File: config.mk
export PLATFORM = sky130hd
export DESIGN_NAME = vend_controller_flat
export DESIGN_NICKNAME = d
export VERILOG_FILES = /design/src/rtl/vend_if.sv /design/src/rtl/vend_controller.sv /design/src/flat_wrapper.sv
export SDC_FILE = /design/constraint.sdc
export NUM_CORES = 1
export LEC_CHECK = 0
export BUFFER_PORTS_ARGS = -buffer_cell sky130_fd_sc_hd__buf_4
export CAP_MARGIN = 20
export CORE_MARGIN = 2
export CORE_UTILIZATION = 33
export DETAILED_ROUTE_END_ITERATION = 10
export GPL_TIMING_DRIVEN = 1
export PLACE_DENSITY = 0.52
export SYNTH_ARGS = -nofsm -noshare
export SYNTH_HDL_FRONTEND = slang
export SYNTH_SLANG_ARGS = --single-unit
File: constraint.sdc
create_clock -name clk -period 2.9 [get_ports clk]
set_input_delay 0.435 -clock clk [delete_from_list [all_inputs] [get_ports clk]]
set_output_delay 0.435 -clock clk [all_outputs]
set_load 0.05 [all_outputs]
File: src/rtl/vend_if.sv
// Coin front-end to vend controller bundle: coin strobes and cancel in, credit and
// actuator pulses out.
interface vend_if #(
   parameter int unsigned CREDIT_W = 8
);
   logic                coin_valid;
   logic [1:0]          coin_sel;
   logic                cancel;
   logic [CREDIT_W-1:0] credit;
   logic                vend;
   logic                change_pulse;
   logic                coin_reject;
   logic                busy;

   // Front-end side: drives coins and cancel, observes the controller.
   modport master (
      output coin_valid,
      output coin_sel,
      output cancel,
      input  credit,
      input  vend,
      input  change_pulse,
      input  coin_reject,
      input  busy
   );

   modport slave (
      input  coin_valid,
      input  coin_sel,
      input  cancel,
      output credit,
      output vend,
      output change_pulse,
      output coin_reject,
      output busy
   );
endinterface

File: src/rtl/vend_controller.sv
// Vending sequencer: accumulates coin credit, pulses vend once the price is reached,
// then returns the remainder (or a cancelled credit) one change unit per cycle.
module vend_controller #(
   parameter int unsigned PRICE       = 25,
   parameter int unsigned CHANGE_UNIT = 5,
   parameter int unsigned MAX_CREDIT  = 95,
   parameter int unsigned CREDIT_W    = 8
) (
   input logic   clk,
   input logic   reset,
   vend_if.slave bus
);

   localparam int unsigned SumW = CREDIT_W + 1;

   localparam logic [CREDIT_W-1:0] PriceC = CREDIT_W'(PRICE);
   localparam logic [CREDIT_W-1:0] UnitC  = CREDIT_W'(CHANGE_UNIT);
   localparam logic [SumW-1:0]     PriceW = SumW'(PRICE);
   localparam logic [SumW-1:0]     MaxW   = SumW'(MAX_CREDIT);

   typedef enum logic [1:0] {
      StIdle,
      StCredit,
      StVend,
      StChange
   } state_e;

   state_e              state_q, state_d;
   logic [CREDIT_W-1:0] credit_q, credit_d;
   logic                coin_reject_q, coin_reject_d;

   logic [SumW-1:0]     coin_val;
   logic [SumW-1:0]     credit_sum;
   logic                coin_ok;

   always_comb begin
      coin_val = '0;
      unique case (bus.coin_sel)
         2'd0:    coin_val = SumW'(5);
         2'd1:    coin_val = SumW'(10);
         2'd2:    coin_val = SumW'(20);
         default: coin_val = '0;
      endcase
   end

   // One bit wider than credit so an over-ceiling sum can never wrap into range.
   assign credit_sum = {1'b0, credit_q} + coin_val;

   assign coin_ok = bus.coin_valid && (bus.coin_sel != 2'd3) && !bus.cancel &&
                    (credit_sum <= MaxW);

   always_comb begin
      state_d       = state_q;
      credit_d      = credit_q;
      coin_reject_d = 1'b0;

      unique case (state_q)
         StIdle, StCredit: begin
            // cancel wins over a same-cycle coin; coin_ok already excludes cancel.
            coin_reject_d = bus.coin_valid && !coin_ok;
            if ((state_q == StCredit) && bus.cancel) begin
               state_d = StChange;
            end else if (coin_ok) begin
               credit_d = credit_sum[CREDIT_W-1:0];
               state_d  = (credit_sum >= PriceW) ? StVend : StCredit;
            end
         end
         StVend: begin
            coin_reject_d = bus.coin_valid;
            credit_d      = credit_q - PriceC;
            state_d       = (credit_q > PriceC) ? StChange : StIdle;
         end
         StChange: begin
            coin_reject_d = bus.coin_valid;
            if (credit_q <= UnitC) begin
               credit_d = '0;
               state_d  = StIdle;
            end else begin
               credit_d = credit_q - UnitC;
            end
         end
         default: begin
            state_d  = StIdle;
            credit_d = '0;
         end
      endcase
   end

   always_ff @(posedge clk) begin
      if (reset) begin
         state_q       <= StIdle;
         credit_q      <= '0;
         coin_reject_q <= 1'b0;
      end else begin
         state_q       <= state_d;
         credit_q      <= credit_d;
         coin_reject_q <= coin_reject_d;
      end
   end

   assign bus.credit       = credit_q;
   assign bus.vend         = (state_q == StVend);
   assign bus.change_pulse = (state_q == StChange);
   assign bus.busy         = (state_q == StVend) || (state_q == StChange);
   assign bus.coin_reject  = coin_reject_q;

   a_no_overlap: assert property (@(posedge clk) disable iff (reset)
      !(bus.vend && bus.change_pulse));
   a_credit_unit: assert property (@(posedge clk) disable iff (reset)
      (32'(credit_q) % CHANGE_UNIT) == 0);
   a_credit_ceiling: assert property (@(posedge clk) disable iff (reset)
      32'(credit_q) <= MAX_CREDIT);

endmodule

File: src/flat_wrapper.sv
// flat-port wrapper written by rule: the top's interface ports become plain ports
module vend_controller_flat 
#(
   parameter int unsigned PRICE       = 25,
   parameter int unsigned CHANGE_UNIT = 5,
   parameter int unsigned MAX_CREDIT  = 95,
   parameter int unsigned CREDIT_W    = 8
)
  (clk, reset, bus_coin_valid, bus_coin_sel, bus_cancel, bus_credit, bus_vend, bus_change_pulse, bus_coin_reject, bus_busy);
  vend_if #(.CREDIT_W(CREDIT_W)) bus_i ();
  input logic clk;
  input logic reset;
  input wire logic [$bits(bus_i.coin_valid)-1:0] bus_coin_valid;
  input wire logic [$bits(bus_i.coin_sel)-1:0] bus_coin_sel;
  input wire logic [$bits(bus_i.cancel)-1:0] bus_cancel;
  output wire logic [$bits(bus_i.credit)-1:0] bus_credit;
  output wire logic [$bits(bus_i.vend)-1:0] bus_vend;
  output wire logic [$bits(bus_i.change_pulse)-1:0] bus_change_pulse;
  output wire logic [$bits(bus_i.coin_reject)-1:0] bus_coin_reject;
  output wire logic [$bits(bus_i.busy)-1:0] bus_busy;
  assign bus_i.coin_valid = bus_coin_valid;
  assign bus_i.coin_sel = bus_coin_sel;
  assign bus_i.cancel = bus_cancel;
  assign bus_credit = bus_i.credit;
  assign bus_vend = bus_i.vend;
  assign bus_change_pulse = bus_i.change_pulse;
  assign bus_coin_reject = bus_i.coin_reject;
  assign bus_busy = bus_i.busy;
  vend_controller #(.PRICE(PRICE), .CHANGE_UNIT(CHANGE_UNIT), .MAX_CREDIT(MAX_CREDIT), .CREDIT_W(CREDIT_W)) u_core (.clk(clk), .reset(reset), .bus(bus_i));
endmodule
==> impl_results.md, run 1 <==
* Status: finished clean
* Warning count from the yosys run at 0
* Critical path class: reg -> reg
* Max_slew headroom at 64.4%
* Rows at 24
* Number of standard cells after synthesis at 198
* Ratio of routed vias to standard cells at 5.96
* Count of maximum capacitance violations at 0
* Sequential area share after synthesis at 15.1%
* Length of the first detailed-routing pass in iterations at 4
* Die footprint at 4970 µm²
* Mapped Area at 1460 µm²
* Endpoints failing hold at 0
* Initial antenna violation count at 0
* Maximum fanout count along the critical path at 9
* Pins Over Slew Limit at 0
* I/O Pins at 18
* Maximum root-to-sink buffer count at 2
* Count of cells resized by post-cts repair at 0
* Setup skew after layout at 12.7 ps
* Wire length of the first global-routing pass at 7500 µm
* Dpl cell area at 1850 µm²
* Number of input and output port buffers inserted at 17
* Cell variety after synth at 57
* Std-Cell Core Area at 4290 µm²
* # placed instances at 279
* Initial DRC count at 131
* Dominant delay contributor by cell family on the critical path: compound AO/OA/AOI/OAI gates
* Critical path endpoint category: flip-flop
* Setup violations, final at 0
* Worst path buffer plus inverter count at 1
* Final worst hold slack at 457 ps
* Clock root buffer master: clkbuf_8
* CTS clk-pin slew, worst paths at 70 ps
* FFs w/ async S/R, synth at 0%
* Classification of the worst-slack hold path: in -> reg
* Transition time of the tightest slew-check pin at 528 ps
* Static leakage at 0.808 nW
* EDFF count, synth at 0
* DIE WIDTH at 70.5 µm
* Number of global-route vias before repair at 1543
* Final worst path period need at 2780 ps
* All-Layer GR Usage at 18.5%
* Utilization after layout at 44.2%
* Peak supply drop at 0.218 mV
* Antenna Diode Count at 0
* Post-CTS repair timing setup buffer count at 0
* Fin worst setup slack at 121 ps
* Post-Synthesis Net Count at 210
* Final Cell Area at 1900 µm²
* Growth of design area from synthesis to finish at 30.0%
* CTS tree: yes
* Via total after detailed routing at 1686
* Per-cell routed wire length at 16.1 µm
* Most repeated library cell on the critical path: a211oi_2
* Power per standard cell area at 381 nW/µm²
* Number of buffers created by CTS at 3
* Cell-by-cell listing of the critical path: inv_1, xnor2_2, ha_2, and2_4, a2111o_1, a221o_1, a211oi_2, nor3_2, a22oi_4, a211oi_2, o221a_1
* Filler cells at 457
* Clock insertion delay at the later pin of the skew report at 250 ps
* Post-detailed-placement half-perimeter wirelength at 3540 µm
* CP startpoint kind: flip-flop
* Primary FF master, synth: dfxtp_1
* Number of synthesized register bits at 11
* Data required time at the worst endpoint at 3040 ps
* RSZ-0062 raised after global routing: true
* Final non-filler cell total at 283
* Worst EP arrival at 2920 ps
* Starting density of the core at 34.0%
* CTS H-tree depth at 1
* Delay of the slowest cell on the worst path at 410 ps
* Layout net count at 244
* Final weighted congestion in routability-driven placement at 0.944
* Total congestion overflow after global routing at 0
* Achievable Freq at 360 MHz
* Height of the die at 70.5 µm
* Total Wirelength at 4560 µm
* Count of clock tree sinks at 11
* Drt drc at 0
* Proportion of layout cells with a drive suffix above 1 at 31.6%
* Maximum number of pins on one net before global-route repair at 15
* Synthesized area divided by synthesized cell count at 7.37 µm²
* Fraction of the cycle the final worst path needs at 95.8%
* Number of routed nets with antenna violations at 0
* Placement Setup Slack at -114 ps
* Worst-path cell with the longest stage delay: a2111o_1
* Number of buffers inserted by hold repair at cts at 0
[worst register-to-register path, delay by kind of cell (launching register included)]
kind,cells,cell delay (ps)
flops,1,330
xor+xnor,1,150
compound gates,6,1600
simple gates,2,280
buf+inv,1,100
fa+ha+maj,1,200
[cells in the final DEF, fill, tap and decap left out, drive strengths merged, types with 4 or more instances in the layout]
cell    count
nor3        4
dfxtp      11
a211oi     11
nor2       21
inv        10
buf        47
and3        6
a311oi      4
ha          6
nand2      10
o21ai      10
a21oi       8
a211o       4
nand3       9
xnor2       5
o311a       5
[per-stage QoR]
| stage | TNS, ps | power (mW) |
|---|---|---|
| 2_1_floorplan | -64.0 | 0.437 |
| 3_3_place_gp | -740 | 0.551 |
| 3_5_place_dp | -868 | 0.555 |
| 4_1_cts | 0 | 0.722 |
| 5_1_grt | -42.9 | 0.770 |
| 6_report | 0 | 0.722 |
[cell type report]
cell class	count	area (µm²)	share of cell area, %
Clock buffer	3	41.3	2.18
Clock inverter	1	5.00	0.264
Inverter	10	37.5	1.98
Multi-Input combinational cell	159	1170	61.8
Sequential cell	11	224	11.8
Tap cell	52	65.1	3.43
Timing Repair Buffer	47	353	18.6
[cells in the mapped netlist (2+ instances only)]
cell type | number | area [µm²]
nor2_1 | 20 | 75.1
dfxtp_1 | 11 | 220
a211oi_1 | 10 | 75.1
inv_1 | 10 | 37.5
nand2_1 | 10 | 37.5
clkbuf_1 | 9 | 33.8
nand3_1 | 9 | 45.0
o21ai_0 | 9 | 45.0
a21oi_1 | 8 | 40.0
ha_1 | 6 | 75.1
and3_1 | 5 | 31.3
buf_2 | 5 | 25.0
o311a_1 | 5 | 50.1
xnor2_1 | 5 | 43.8
a211o_1 | 4 | 35.0
a311oi_1 | 4 | 35.0
nor3_1 | 4 | 20.0
a221oi_1 | 3 | 26.3
and2_1 | 3 | 18.8
buf_4 | 3 | 22.5
nand2b_1 | 3 | 18.8
nand4_1 | 3 | 18.8
nor3b_1 | 3 | 22.5
o211ai_1 | 3 | 22.5
or3_1 | 3 | 18.8
a2111o_1 | 2 | 22.5
a21boi_0 | 2 | 15.0
nand3b_1 | 2 | 15.0
nor2b_1 | 2 | 12.5
o21a_1 | 2 | 15.0
o31a_1 | 2 | 17.5
o31ai_1 | 2 | 15.0
or2_2 | 2 | 12.5
[registers in the layout, summed over array words and instances, names as in the netlist]
name                    flops
u_core.bus.credit           8
u_core.bus.coin_reject      1
u_core.state_q              2
[where the power goes]
group	internal (mW)	switching, mW	total (mW)
sequential	0.165	0.0200	0.185
clock	0.0948	0.0691	0.164
combinational	0.163	0.210	0.373
[cells by family (layout without fill, tap and decap cells)]
kind of cell    after synthesis  after routing  synth area share, %
xor+xnor                      5              5                 3.00
fa+ha+maj                     6              6                 5.14
simple gates                 75             75                 27.8
compound gates               72             72                 39.8
mux                           1              1                0.686
flops                        11             11                 15.1
buf+inv                      28             61                 8.40
[worst paths after layout]
check / from / end / slack, ps / cells after the start
setup reg to reg: u_core.bus.credit[1] / u_core.state_q[0] / 120 / 11
hold reg to reg: u_core.bus.credit[7] / u_core.bus.credit[7] / 670 / 2
hold / removal: reset / u_core.bus.credit[1] / 460 / 2
setup / recovery: u_core.bus.credit[1] / u_core.state_q[0] / 120 / 11
[layer usage]
layer	track usage, %	wire length [µm]
met4	3.21	7
met2	29.0	2090
met3	3.90	337
met1	26.3	2120
met5	0	0
No activity file was read; power rests on OpenSTA's default activity.
==> run 2: changes to the inputs <==
--- a/config.mk
+++ b/config.mk
@@ -11,7 +11,7 @@
 export CORE_UTILIZATION = 33
 export DETAILED_ROUTE_END_ITERATION = 10
 export GPL_TIMING_DRIVEN = 1
-export PLACE_DENSITY = 0.52
+export PLACE_DENSITY = 0.5
 export SYNTH_ARGS = -nofsm -noshare
 export SYNTH_HDL_FRONTEND = slang
 export SYNTH_SLANG_ARGS = --single-unit
==> constraint.sdc (replaced) <==
create_clock -name clk -period 3.2 [get_ports clk]
set_input_delay 0.48 -clock clk [delete_from_list [all_inputs] [get_ports clk]]
set_output_delay 0.48 -clock clk [all_outputs]
set_load 0.05 [all_outputs]
==> impl_results.md, run 2 (synthesis results as in run 1) <==
* Initial antenna violation count at 0
* Critical path endpoint category: flip-flop
* Rows at 24
* R2R setup slack at 330 ps
* Most repeated library cell on the critical path: buf_4
* RSZ-0062 raised after global routing: false
* Maximum fanout count along the critical path at 8
* I/O Pins at 18
* DIE WIDTH at 70.5 µm
* Growth of design area from synthesis to finish at 19.3%
* Clock insertion delay at the later pin of the skew report at 240 ps
* Static leakage at 0.728 nW
* Final weighted congestion in routability-driven placement at 0.842
* Final Cell Area at 1740 µm²
* Wire length of the first global-routing pass at 7490 µm
* Number of input and output port buffers inserted at 17
* Setup skew after layout at 5.03 ps
* CTS clk-pin slew, worst paths at 60 ps
* Initial DRC count at 163
* Maximum number of pins on one net before global-route repair at 20
* Number of buffers created by CTS at 3
* Global Route met3 Usage at 3.61%
* CTS H-tree depth at 1
* Fin worst setup slack at 256 ps
* Per-cell routed wire length at 16.3 µm
* Std-Cell Core Area at 4290 µm²
* Met1 track utilization from global routing at 25.0%
* Drt drc at 0
* Total Wirelength at 4410 µm
* Length of the first detailed-routing pass in iterations at 5
* Worst path buffer plus inverter count at 2
* Top Usage Layer GRT: met2
* Die footprint at 4970 µm²
* Number of routed nets with antenna violations at 0
* Critical path class: in -> reg
* Height of the die at 70.5 µm
* Antenna Diode Count at 0
* Ratio of routed vias to standard cells at 6.13
* Power per standard cell area at 357 nW/µm²
* Fraction of the cycle the final worst path needs at 92.0%
* CTS tree: yes
* Proportion of layout cells with a drive suffix above 1 at 22.9%
* Maximum root-to-sink buffer count at 2
* Starting density of the core at 34.0%
* Top library cells by usage in the layout, fill and taps aside: buf_4 (34), nor2_1 (20), dfxtp_1 (11)
* Dpl cell area at 1700 µm²
* Count of cells resized by post-cts repair at 0
* All-Layer GR Usage at 18.2%
* Clock root buffer master: clkbuf_8
* Classification of the worst-slack hold path: in -> reg
* Achievable Freq at 340 MHz
* Post-detailed-placement half-perimeter wirelength at 3390 µm
* Count of clock tree sinks at 11
* Cell-by-cell listing of the critical path: buf_4, nor2_1, ha_1, buf_4, or3_1, a311oi_1, a221o_1, a211oi_2, nor3_1, a22o_2, nor2_2, o311a_1
* # placed instances at 266
* Via total after detailed routing at 1654
* Status: finished clean
* Total congestion overflow after global routing at 0
* Number of flip-flops under the largest register name at 8
* Transition time of the tightest slew-check pin at 1070 ps
* Max_slew headroom at 28.0%
* Pins Over Slew Limit at 0
* Number of buffers inserted by hold repair at cts at 0
* Layout net count at 231
* Met2 demand-to-capacity share in global routing at 29.8%
* Sum Neg Setup Slack at 0 ps
* Number of global-route vias before repair at 1575
* Setup violations, final at 0
* Final worst path period need at 2940 ps
* Worst EP arrival at 3070 ps
* Overall power at 0.622 mW
* Placement Setup Slack at 7.37 ps
* Data required time at the worst endpoint at 3330 ps
* Utilization after layout at 40.6%
* Count of maximum capacitance violations at 0
* Worst-path cell with the longest stage delay: nor3_1
* Dominant delay contributor by cell family on the critical path: compound AO/OA/AOI/OAI gates
* Peak supply drop at 0.227 mV
* Final worst hold slack at 514 ps
* Endpoints failing hold at 0
* Delay of the slowest cell on the worst path at 430 ps
* Final non-filler cell total at 270
* Post-CTS repair timing setup buffer count at 0
* CP startpoint kind: input port
* Leading cell type in the layout, fill and taps excluded: buf_4
run 2: cell count changes in the layout (fill, tap and decap cells not counted), sizes merged:
cell / delta
buf: -13
run 2: worst paths after layout:
| check | endpoint | cells after the start | start |
|---|---|---|---|
| setup / recovery | u_core.bus.credit[4] | 12 | bus_coin_sel[1] |
| hold / removal | u_core.bus.credit[1] | 2 | reset |
| hold reg to reg | u_core.state_q[1] | 2 | u_core.state_q[0] |
| setup reg to reg | u_core.state_q[0] | 12 | u_core.bus.credit[1] |
run 2: metal layers:
layer  vias to the layer above  part of all wire [%]
met2                        56                    47
met4                         0                  0.61
li1                        794                     -
met1                       799                    46
met5                         -                     0
met3                         5                   5.8
run 2: power by group:
group,switching [mW],internal [mW]
clock,0.0595,0.0860
sequential,0.0153,0.149
combinational,0.185,0.127
total,0.260,0.362
run 2: layout make-up:
cell class	count	area, µm²
clock inverters	1	5.00
flip-flops and latches	11	220
repair buffers	34	255
multi-input cells	159	1120
inverters	10	37.5
well taps	52	65.1
fillers	456	2550
clock buffers	3	41.3
==> run 3: changes to the inputs <==
--- a/config.mk
+++ b/config.mk
@@ -5,7 +5,7 @@
 export SDC_FILE = /design/constraint.sdc
 export NUM_CORES = 1
 export LEC_CHECK = 0
-export BUFFER_PORTS_ARGS = -buffer_cell sky130_fd_sc_hd__buf_4
+export BUFFER_PORTS_ARGS = -buffer_cell sky130_fd_sc_hd__buf_2
 export CAP_MARGIN = 20
 export CORE_MARGIN = 2
 export CORE_UTILIZATION = 33
==> impl_results.md, run 3 (synthesis results as in run 1) <==
* Critical path endpoint category: flip-flop
* Rows at 24
* Static leakage at 0.745 nW
* Height of the die at 70.5 µm
* CP startpoint kind: input port
* Number of global-route vias before repair at 1471
* Origin of the worst min-delay path: bus_coin_valid
* Number of buffers created by CTS at 3
* Std-Cell Core Area at 4290 µm²
* Layout net count at 236
* All-Layer GR Usage at 17.8%
* Number of input and output port buffers inserted at 17
* Setup violations, final at 0
* Setup skew after layout at 2.14 ps
* Count of clock tree sinks at 11
* Wire length of the first global-routing pass at 7240 µm
* Clock root buffer master: clkbuf_8
* Count of maximum capacitance violations at 0
* Clock insertion delay at the later pin of the skew report at 240 ps
* Endpoints failing hold at 0
* Transition time of the tightest slew-check pin at 667 ps
* Data required time at the worst endpoint at 3350 ps
* Critical path class: in -> reg
* Number of flip-flops under the largest register name at 8
* Status: finished clean
* Antenna Diode Count at 0
* CTS clk-pin slew, worst paths at 50 ps
* Final weighted congestion in routability-driven placement at 0.857
* Top library cells by usage in the layout, fill and taps aside: buf_4 (22), nor2_1 (20), buf_2 (17)
* Overall power at 0.623 mW
* Worst reg2reg startpoint: u_core.bus.credit[2]
* Sum Neg Setup Slack at 0 ps
* Initial DRC count at 113
* Fraction of the cycle the final worst path needs at 91.0%
* I/O Pins at 18
* CTS tree: yes
* Maximum fanout count along the critical path at 9
* Filler cells at 473
* Initial antenna violation count at 0
* Proportion of layout cells with a drive suffix above 1 at 24.2%
* Worst EP arrival at 3060 ps
* Drt drc at 0
* Utilization after layout at 40.4%
* Growth of design area from synthesis to finish at 18.9%
* Timing startpoint of the critical path: bus_coin_sel[1]
* Starting density of the core at 34.0%
* Via total after detailed routing at 1603
* Power per standard cell area at 359 nW/µm²
* CTS H-tree depth at 1
* Maximum number of pins on one net before global-route repair at 21
* Peak supply drop at 0.189 mV
* Die footprint at 4970 µm²
* Length of the first detailed-routing pass in iterations at 4
* Post-CTS repair timing setup buffer count at 0
* Total congestion overflow after global routing at 0
* Maximum root-to-sink buffer count at 2
* RSZ-0062 raised after global routing: false
* Classification of the worst-slack hold path: in -> reg
* Number of routed nets with antenna violations at 0
* Final worst path period need at 2910 ps
* Number of buffers inserted by hold repair at cts at 0
* Total Wirelength at 4360 µm
* Achievable Freq at 343 MHz
* Per-cell routed wire length at 15.9 µm
* Max_slew headroom at 55.5%
* Leading cell type in the layout, fill and taps excluded: buf_4
* DIE WIDTH at 70.5 µm
* Count of cells resized by post-cts repair at 0
* Ratio of routed vias to standard cells at 5.83
* Post-detailed-placement half-perimeter wirelength at 3300 µm
* Pins Over Slew Limit at 0
-- run 3: cell count changes in the layout (fill, tap and decap cells not counted), sizes merged --
cell	before	now
buf	34	39
clkbuf	3	4
clkinv	1	0
-- run 3: critical path: stages --
cell and delay (ps):
buf_2 140, nor2_1 60, ha_1 200, ha_1 310
nand2_1 60, a2111o_1 400, a221o_1 290, a211oi_2 250
nor3_1 130, a22oi_4 350, a211oi_1 130, a211oi_1 260
-- run 3: metrics by stage --
step	instances	hold slack [ps]	area (µm²)	setup slack [ps]
2_1_floorplan	198	637	1460	79.3
3_3_place_gp	271	651	1690	23.9
3_5_place_dp	271	668	1690	49.9
4_1_cts	275	546	1740	299
5_1_grt	275	558	1740	89.0
6_report	275	551	1740	288
-- run 3: final cells by class --
class / count / area, µm² / share of cell area (%)
clock buffers: 4 / 45.0 / 2.60
inverters: 10 / 37.5 / 2.16
multi-input cells: 159 / 1120 / 64.4
flip-flops and latches: 11 / 220 / 12.7
well taps: 52 / 65.1 / 3.75
repair buffers: 39 / 250 / 14.4
-- run 3: where the power goes --
| group | switching, mW | internal, mW | leakage (nW) | total [mW] |
|---|---|---|---|---|
| logic | 0.181 | 0.128 | 0.632 | 0.309 |
| registers | 0.0199 | 0.149 | 0.0898 | 0.169 |
| clock network | 0.0577 | 0.0880 | 0.0228 | 0.146 |
-- run 3: final timing paths --
path,endpoint,slack (ps),cells past startpoint
hold reg to reg,u_core.bus.credit[7],690,2
setup / recovery,u_core.bus.credit[2],290,12
hold / removal,u_core.bus.coin_reject,550,3
setup reg to reg,u_core.bus.credit[2],380,10
-- run 3: layer usage --
metal	global-route usage [%]	share of wire (%)	wire length (µm)
met4	2.14	0.37	16
met1	25.7	51	2230
met5	0	0	0
met3	3.17	3.3	146
met2	28.4	45	1960
